==> src/rtl/npc_unit_pkg.sv <==
// Shared definitions for the next-PC unit: flow-control opcodes and
// default reset / exception-vector addresses.
package npc_unit_pkg;

  // Next-PC selection codes driven by the controller (codes 110/111 act as SEQ)
  typedef enum logic [2:0] {
    NPC_SEQ  = 3'b000,
    NPC_BR   = 3'b001,
    NPC_J    = 3'b010,
    NPC_JAL  = 3'b011,
    NPC_JR   = 3'b100,
    NPC_ERET = 3'b101
  } npc_op_e;

  localparam logic [31:0] NPC_RESET_PC = 32'h0000_3000;
  localparam logic [31:0] NPC_EXC_VEC  = 32'h0000_4180;

endpackage

==> src/rtl/npc_ras.sv <==
// Circular return-address stack. Pushes overwrite the oldest entry when
// full (flagged by a sticky overflow bit); pops compare the jr $ra target
// against the popped entry and raise a one-cycle miss pulse on mismatch.
module npc_ras #(
  parameter int AW        = 32,
  parameter int RAS_DEPTH = 4
) (
  input  logic          clk,
  input  logic          rst,
  input  logic          push,
  input  logic          pop,
  input  logic [AW-1:0] push_data,
  input  logic [AW-1:0] pop_target,
  output logic [AW-1:0] ras_top,
  output logic          ras_empty,
  output logic          ras_ovf,
  output logic          ras_miss
);

  localparam int PW = $clog2(RAS_DEPTH);
  localparam int CW = $clog2(RAS_DEPTH + 1);
  localparam logic [PW-1:0] PTR_ONE  = PW'(1);
  localparam logic [CW-1:0] CNT_ONE  = CW'(1);
  localparam logic [CW-1:0] CNT_FULL = CW'(RAS_DEPTH);

  logic [AW-1:0] stack_r [RAS_DEPTH];
  logic [PW-1:0] ptr_r;
  logic [CW-1:0] cnt_r;
  logic          ovf_r;
  logic          miss_r;
  logic [PW-1:0] top_idx_s;
  logic          empty_s;
  logic          full_s;
  logic [AW-1:0] top_s;

  // Top-of-stack index, occupancy flags and the visible top entry
  always_comb begin
    top_idx_s = ptr_r - PTR_ONE;
    empty_s   = (cnt_r == '0);
    full_s    = (cnt_r == CNT_FULL);
    if (empty_s) begin
      top_s = '0;
    end else begin
      top_s = stack_r[top_idx_s];
    end
  end

  // Stack storage, pointer/count, sticky overflow and registered miss pulse
  always_ff @(posedge clk) begin
    if (rst) begin
      for (int i = 0; i < RAS_DEPTH; i++) begin
        stack_r[i] <= '0;
      end
      ptr_r  <= '0;
      cnt_r  <= '0;
      ovf_r  <= 1'b0;
      miss_r <= 1'b0;
    end else if (push) begin
      stack_r[ptr_r] <= push_data;
      ptr_r          <= ptr_r + PTR_ONE;
      miss_r         <= 1'b0;
      if (full_s) begin
        ovf_r <= 1'b1;
      end else begin
        cnt_r <= cnt_r + CNT_ONE;
      end
    end else if (pop) begin
      if (empty_s) begin
        miss_r <= 1'b1;
      end else begin
        ptr_r  <= top_idx_s;
        cnt_r  <= cnt_r - CNT_ONE;
        miss_r <= (stack_r[top_idx_s] != pop_target);
      end
    end else begin
      miss_r <= 1'b0;
    end
  end

  assign ras_top   = top_s;
  assign ras_empty = empty_s;
  assign ras_ovf   = ovf_r;
  assign ras_miss  = miss_r;

endmodule

==> src/rtl/npc_unit.sv <==
// Next-PC generator with integrated PC and EPC registers, exception
// vectoring and a return-address stack that checks jr $ra targets.
module npc_unit
  import npc_unit_pkg::*;
#(
  parameter int            AW        = 32,
  parameter logic [AW-1:0] RESET_PC  = AW'(NPC_RESET_PC),
  parameter logic [AW-1:0] EXC_VEC   = AW'(NPC_EXC_VEC),
  parameter int            RAS_DEPTH = 4
) (
  input  logic          clk,
  input  logic          rst,
  input  logic          pc_we,
  input  logic [2:0]    npc_op,
  input  logic          br_taken,
  input  logic [15:0]   imm16,
  input  logic [25:0]   imm26,
  input  logic [AW-1:0] jr_target,
  input  logic          jr_is_ra,
  input  logic          exc_req,
  output logic [AW-1:0] pc,
  output logic [AW-1:0] npc,
  output logic [AW-1:0] pc_plus4,
  output logic [AW-1:0] epc,
  output logic [AW-1:0] ras_top,
  output logic          ras_empty,
  output logic          ras_ovf,
  output logic          ras_miss
);

  localparam logic [AW-1:0] FOUR = AW'(4);

  logic [AW-1:0] pc_r;
  logic [AW-1:0] epc_r;
  logic [AW-1:0] pc_plus4_s;
  logic [AW-1:0] br_off_s;
  logic [AW-1:0] jmp_s;
  logic [AW-1:0] jr_s;
  logic [AW-1:0] npc_s;
  logic          adv_s;
  logic          push_s;
  logic          pop_s;

  // Candidate targets and the next-PC mux for the presented opcode
  always_comb begin
    pc_plus4_s      = pc_r + FOUR;
    br_off_s        = {{(AW-18){imm16[15]}}, imm16, 2'b00};
    jmp_s           = pc_plus4_s;
    jmp_s[27:0]     = {imm26, 2'b00};
    jr_s            = {jr_target[AW-1:2], 2'b00};
    case (npc_op)
      NPC_SEQ: npc_s = pc_plus4_s;
      NPC_BR: begin
        if (br_taken) begin
          npc_s = pc_plus4_s + br_off_s;
        end else begin
          npc_s = pc_plus4_s;
        end
      end
      NPC_J:    npc_s = jmp_s;
      NPC_JAL:  npc_s = jmp_s;
      NPC_JR:   npc_s = jr_s;
      NPC_ERET: npc_s = epc_r;
      default:  npc_s = pc_plus4_s;
    endcase
  end

  // RAS strobes: only a real, non-excepted PC advance may push or pop
  always_comb begin
    adv_s  = pc_we & ~exc_req;
    push_s = adv_s & (npc_op == NPC_JAL);
    pop_s  = adv_s & (npc_op == NPC_JR) & jr_is_ra;
  end

  // PC and EPC registers with priority reset > exception > advance
  always_ff @(posedge clk) begin
    if (rst) begin
      pc_r  <= RESET_PC;
      epc_r <= '0;
    end else if (exc_req) begin
      epc_r <= pc_r;
      pc_r  <= EXC_VEC;
    end else if (pc_we) begin
      pc_r <= npc_s;
    end else begin
      pc_r <= pc_r;
    end
  end

  npc_ras #(
    .AW        (AW),
    .RAS_DEPTH (RAS_DEPTH)
  ) u_ras (
    .clk        (clk),
    .rst        (rst),
    .push       (push_s),
    .pop        (pop_s),
    .push_data  (pc_plus4_s),
    .pop_target (jr_s),
    .ras_top    (ras_top),
    .ras_empty  (ras_empty),
    .ras_ovf    (ras_ovf),
    .ras_miss   (ras_miss)
  );

  assign pc       = pc_r;
  assign npc      = npc_s;
  assign pc_plus4 = pc_plus4_s;
  assign epc      = epc_r;

endmodule
==> config.mk <==
export PLATFORM = sky130hd
export DESIGN_NAME = npc_unit
export DESIGN_NICKNAME = d
export VERILOG_FILES = /design/src/rtl/npc_unit_pkg.sv /design/src/rtl/npc_ras.sv /design/src/rtl/npc_unit.sv
export SDC_FILE = /design/constraint.sdc
export NUM_CORES = 1
export LEC_CHECK = 0
export ABC_AREA = 1
export BUFFER_PORTS_ARGS = -buffer_cell sky130_fd_sc_hd__buf_2
export CAP_MARGIN = 25
export CORE_MARGIN = 2
export CORE_UTILIZATION = 45
export CTS_CLUSTER_SIZE = 10
export DETAILED_ROUTE_END_ITERATION = 8
export PLACE_DENSITY = 0.8
export SLEW_MARGIN = 20
export SYNTH_ARGS = -nofsm -noshare
export SYNTH_HDL_FRONTEND = slang
export SYNTH_SLANG_ARGS = --single-unit
==> constraint.sdc <==
create_clock -name clk -period 4 [get_ports clk]
set_input_delay 0.6 -clock clk [delete_from_list [all_inputs] [get_ports clk]]
set_output_delay 0.6 -clock clk [all_outputs]
set_load 0.02 [all_outputs]
Word level (Yosys, flattened, before mapping)
Memory sizes are Yosys's and may differ from the RTL's. Cells that the tools add are included.

$add $sub $neg: 6. Equality and inequality tests: 9. Muxes and demuxes: 21. Bitwise logic cells: 6. Reduce and logical (&&, ||, !) cells: 10.

Operator list (number): 32-bit one-hot mux with 4 select lines (1); 32-bit 2-to-1 mux (3); 32-bit by 3-bit adder with 32-bit output (second input constant) (1); 32-bit adder (1); 32-bit != test (1); 32-bit OR reduction (1); 15-bit 2-to-1 mux (2); 3-bit 2-to-1 mux (4); 3-bit == test (second input constant) (3); 2-bit 2-to-1 mux (4); 1-bit 2-to-1 mux (7); 3-bit by 2-bit == test with 1-bit output (second input constant) (2); 1-bit AND (4); 2-bit AND reduction (2); 2-bit nonzero test (2); 2-bit OR reduction (2); 3-bit by 1-bit adder with 3-bit output (second input constant) (1); 3-bit by 1-bit == test with 1-bit output (second input constant) (1); 3-bit logical NOT (1); 3-bit AND reduction (1); 3-bit OR reduction (1); 3-bit by 1-bit subtractor with 3-bit output (second input constant) (1); 2-bit by 1-bit adder with 2-bit output (second input constant) (1); 2-bit by 1-bit != test with 1-bit output (second input constant) (1); 3 further kinds (4).

Flip-flop bits (word level): 71. Bits in writable memories: 128. Word-level logic and storage cells: 60. Memories: 1.

Memory list: u_ras.stack_r (words 4, width 32, read ports 1, clocked after Yosys merged registers in 0, write ports 4, line npc_ras.sv:26) `logic [AW-1:0] stack_r [RAS_DEPTH];`.

Logic depth before layout (Yosys ltp)
Word-level depth: 8. Mapped depth: 25. Mapped depth without buffers: 25.

Modules after synthesis
From an unflattened synthesis, not the netlist that was laid out.

Cells, all modules: 1916. Area, all modules: 13269.0 µm².

Modules (own cells, without submodules): npc_ras (instances 1, cells an instance 861, area an instance 7006.7 µm²); npc_unit (instances 1, cells an instance 1055, area an instance 6262.3 µm²).

Least setup slack after synthesis
Ideal clock, no wire load.

Kind: input -> register. Start point: input port exc_req. End point: memory u_ras.stack_r[3][0] (enable). Library setup time: 0.470 ns. Arrival: 3.688 ns. Data required time: 3.530 ns. Setup slack: -0.158 ns. Stages on the path: 6. Cell sequence: buf_2 nor2_4 inv_2 nor3_2 inv_2 o31ai_1.

RTL lines: from (decl) (line npc_unit.sv:20) `input logic exc_req,`; to (decl) (line npc_ras.sv:26).

Final worst setup path
Start point: register pc_r[3] (netlist: pc[3]). End point: output port npc[29].

Cells in the longest elaborated chain, start to end: 4.

Ends and longest elaborated chain: from (decl) (line npc_unit.sv:33) `logic [AW-1:0] pc_r;`; from (signal assigned) (line npc_unit.sv:84) `pc_r <= npc_s;`; from (signal assigned) (line npc_unit.sv:86) `pc_r <= pc_r;`; 32-bit by 3-bit adder with 32-bit output (*) (line npc_unit.sv:46) `pc_plus4_s = pc_r + FOUR;`; 32-bit adder (line npc_unit.sv:55) `npc_s = pc_plus4_s + br_off_s;`; 32-bit 2-to-1 mux (line npc_unit.sv:54) `if (br_taken) begin`; 32-bit one-hot mux with 4 select lines (*) (line npc_unit.sv:51) `case (npc_op)`; to (decl) (line npc_unit.sv:22) `output logic [AW-1:0] npc,`.

Mark *: on every way between the ends. The rest lies on a longest branch, timed or not.

==> metrics.md <==
| Metric | Value |
|---|---|
| Hold WS | between 0.4 and 0.5 ns |
| Critical Path Source Type | flip-flop |
| Layout cell share with drive strength beyond 1 | 40.2% |
| Main synth FF type | edfxtp_1 |
| Post-synthesis register bit count | 199 |
| Htree depth | 4 |
| Period utilization | 107% |
| Number of synthesized flops with an enable pin | 128 |
| TritonCTS clock tree | done |
| TNS Setup | -2.91 ns |
| Multi-input gate area | 7750 µm² |
| Clk_skew | 0.0161 ns |
| Seq/Total Area, Yosys | 41.7% |
| Synth Instances | 1697 |
| Most frequent cells in the layout | 307 x nand2_1, 225 x buf_2, 218 x buf_4 |
| Final Setup Violations | 19 |
| CP max-delay cell | dfxtp_4 |
| Initial antenna violation count | 1 |
| VDD IR-drop max | 0.000226 V |
| Reg-to-Reg End | pc[26] |
| Initial core utilization | a little under half |
| Post-Route WL | 57200 µm |
| Hold path endpoint | u_ras.ras_ovf |
| Final core occ | about two thirds |
| Async SR Flop Fraction | 0% |
| Max-slew headroom | a little over a third |
| Final WS setup | -0.272 ns |
| FF-to-FF path depth | 24 |
| Worst Min Path Start | u_ras.ras_ovf |
| Commonest non-fill, non-tap cell in the layout | nand2_1 |
| Final antenna-violating net count | 0 |
| Residual DRC count | 0 |
| Worst Tran Pin Value | between 0.9 and 1 ns |
| Total CTS buffers | 17 |
| Fin area | roughly 18000 µm² |
| Kind of critical path | reg -> out |
| Die area | 29400 µm² |
| Pin count of the biggest net entering global routing | 62 |
| Reg area | 5310 µm² |
| Final Hold Viols | 0 |
| WHS Path Cells | 2 |
| DR WL/cell | 22.7 µm |
| First DRT Iteration DRCs | 1809 |
| Minimum clock period | roughly 4.3 ns |
| Power Total | 5.80 mW |
| Clk_lat worst skew | 0.46 ns |
| Synth Warn # | 0 |
| Hold_buf cts | 0 |
| RSZ-0062 raised after global routing | yes |
| Worst Hold Class | reg -> reg |
| CTS root buf | clkbuf_16 |
| Drt pass-1 iters | 9 |
| Final net count | between 2000 and 2500 |
| MaxCap Viol Count | 0 |
| CP required | 3.40 ns |
| Via-per-instance ratio | 5.81 |
| Max Transition Viols Final | 0 |
| Layout area overhead | 43.8% |
| RD Place Congestion | 1.04 |
| Hpwl dp | 43100 µm |
| Crit-path cells | ha_4 -> nand2_4 -> nor3_4 -> buf_4 -> nand4_1 -> xor2_2 -> inv_2 -> ha_4 -> nand2_1 -> nor2_1 -> nand2_1 -> nand3b_1 -> nand3_1 -> nand3_2 -> nand2_2 -> nand2_2 -> nand2_4 -> inv_2 -> buf_6 |
| Vias in the first global route | approximately 14000 |
| Mapped Area | between 10000 and 15000 µm² |
| Clock sink count | 199 |
| Crit path arrival time | approximately 3.7 ns |
| Core Region | approximately 28000 µm² |
| Via Count | ~15000 |
| First-pass GRT wire length | 80800 µm |
| Placement Cell Area | approximately 16000 µm² |
| CP max FO | 4 |
| Synth Area per Inst | 7.45 µm² |
| Die width | 172 µm |
| Status | finished with violations |
| PortBufs | 243 |
| Setup slack, reg-to-reg | 0.66 ns |
| Leak pwr | 8.35 nW |
| Crit. End Element | output pin |
| Max Clock Freq | 0.234 GHz |
| Max incr delay on CP | 0.38 ns |
| Netlist cell types | 57 |
| Ports | about 250 |
| Cell row count | 61 |
| Net Count, Synth | approximately 1800 |
| All-Layer GR Usage | 37.5% |
| GRT overflow | 0 |
| Power Density | approximately 320 nW/µm² |
| Fill cells | 2283 |
| Worst-path clk slew | 0.08 ns |
| Die Y-Extent | approximately 170 µm |
| Reg2reg start | pc[3] |
| Failing checks | negative setup slack |
| Max Root-Sink Buffers | 2 |
## synth_stat cells (9+ instances only)
cell type  number  area, µm²
o21ai_0        89        445
nand3_1        55        275
xor2_1         29        254
a221oi_1       15        131
nor2_1        251        942
clkbuf_1       37        139
nor3_1         37        185
a21oi_1       166        831
ha_1           36        450
edfxtp_1      128       3840
buf_2          18       90.1
inv_1         183        687
nand2_1       384       1440
inv_2          20       75.1
dfxtp_1        71       1420
a211oi_1        9       67.6
a22oi_1        19        143
nand4_1        14       87.6
o21ai_1        21        105
## registers in the layout, indices dropped and copies added (netlist names)
signal	cells
u_ras.cnt_r	3
pc	32
u_ras.stack_r	128
u_ras.ras_miss	1
epc	32
u_ras.ptr_r	2
u_ras.ras_ovf	1
## layout make-up
cell class / instances / share of cell area (%)
inverter: 206 / 4.35
multi-input combinational: 1223 / 42.7
sequential: 199 / 29.2
timing repair buffer: 481 / 17.7
antenna: 1 / 0.0138
clock inverter: 15 / 1.14
tap: 378 / 2.60
clock buffer: 17 / 2.34
## repair_timing
item	CTS	global route
gates resized for setup	256	192
buffers inserted	21	20
endpoints found under the setup margin	22	22
pin swaps	74	102
## report_power, final
part	internal, mW	leakage (nW)	total (mW)	switching (mW)
sequential	2.26	1.91	2.32	0.0641
combinational	0.592	6.13	1.59	1.00
clock	0.927	0.309	1.88	0.957
total	3.78	8.35	5.80	2.02
## kinds of logic (layout without fill, tap and decap cells)
family	after synthesis	in the layout	share of synthesized area, %
DFF	199	199	41.7
other	0	1	0
buffers and inverters	275	719	8.65
xor gates and xnor gates	38	38	2.81
AOI/OAI and AO/OA	370	370	17.4
and+or+nand+nor	777	777	25.6
adders and majority gates	38	38	3.88
## layer usage
| layer | up-vias | share of wire [%] | GRT usage [%] |
|---|---|---|---|
| met4 | 2 | 6.8 | 21.0 |
| met3 | 218 | 11 | 7.55 |
| met5 | - | 0.028 | 0 |
| met2 | 1034 | 45 | 58.4 |
| li1 | 6518 | - | - |
| met1 | 6873 | 37 | 48.8 |
## metrics by stage
step	worst slack [ns]	cells
floorplan	0.00394	1697
global placement	-0.120	2454
detailed placement	-0.160	2454
CTS	-0.268	2504
global route	-0.468	2519
finish	-0.272	2520
## worst max-delay path, delay by kind of cell, from the launching register on
kind | cells | cell delay (ns)
fa+ha+maj | 2 | 0.46
simple gates | 12 | 1.67
buf+inv | 4 | 0.47
flops | 1 | 0.38
xor+xnor | 1 | 0.24
## worst max-delay path by stage
stage	start	end	slack, ns	depth (start not counted)
after detailed placement	pc[2]	npc[24]	-0.16	21
after floorplan	pc[2]	npc[29]	0.004	21
after global routing	pc[5]	npc[28]	-0.47	21
after CTS	pc[6]	npc[29]	-0.27	24
final	pc[3]	npc[29]	-0.27	19
after global placement	pc[8]	npc[24]	-0.12	21
(Power assumes the default switching activity.)
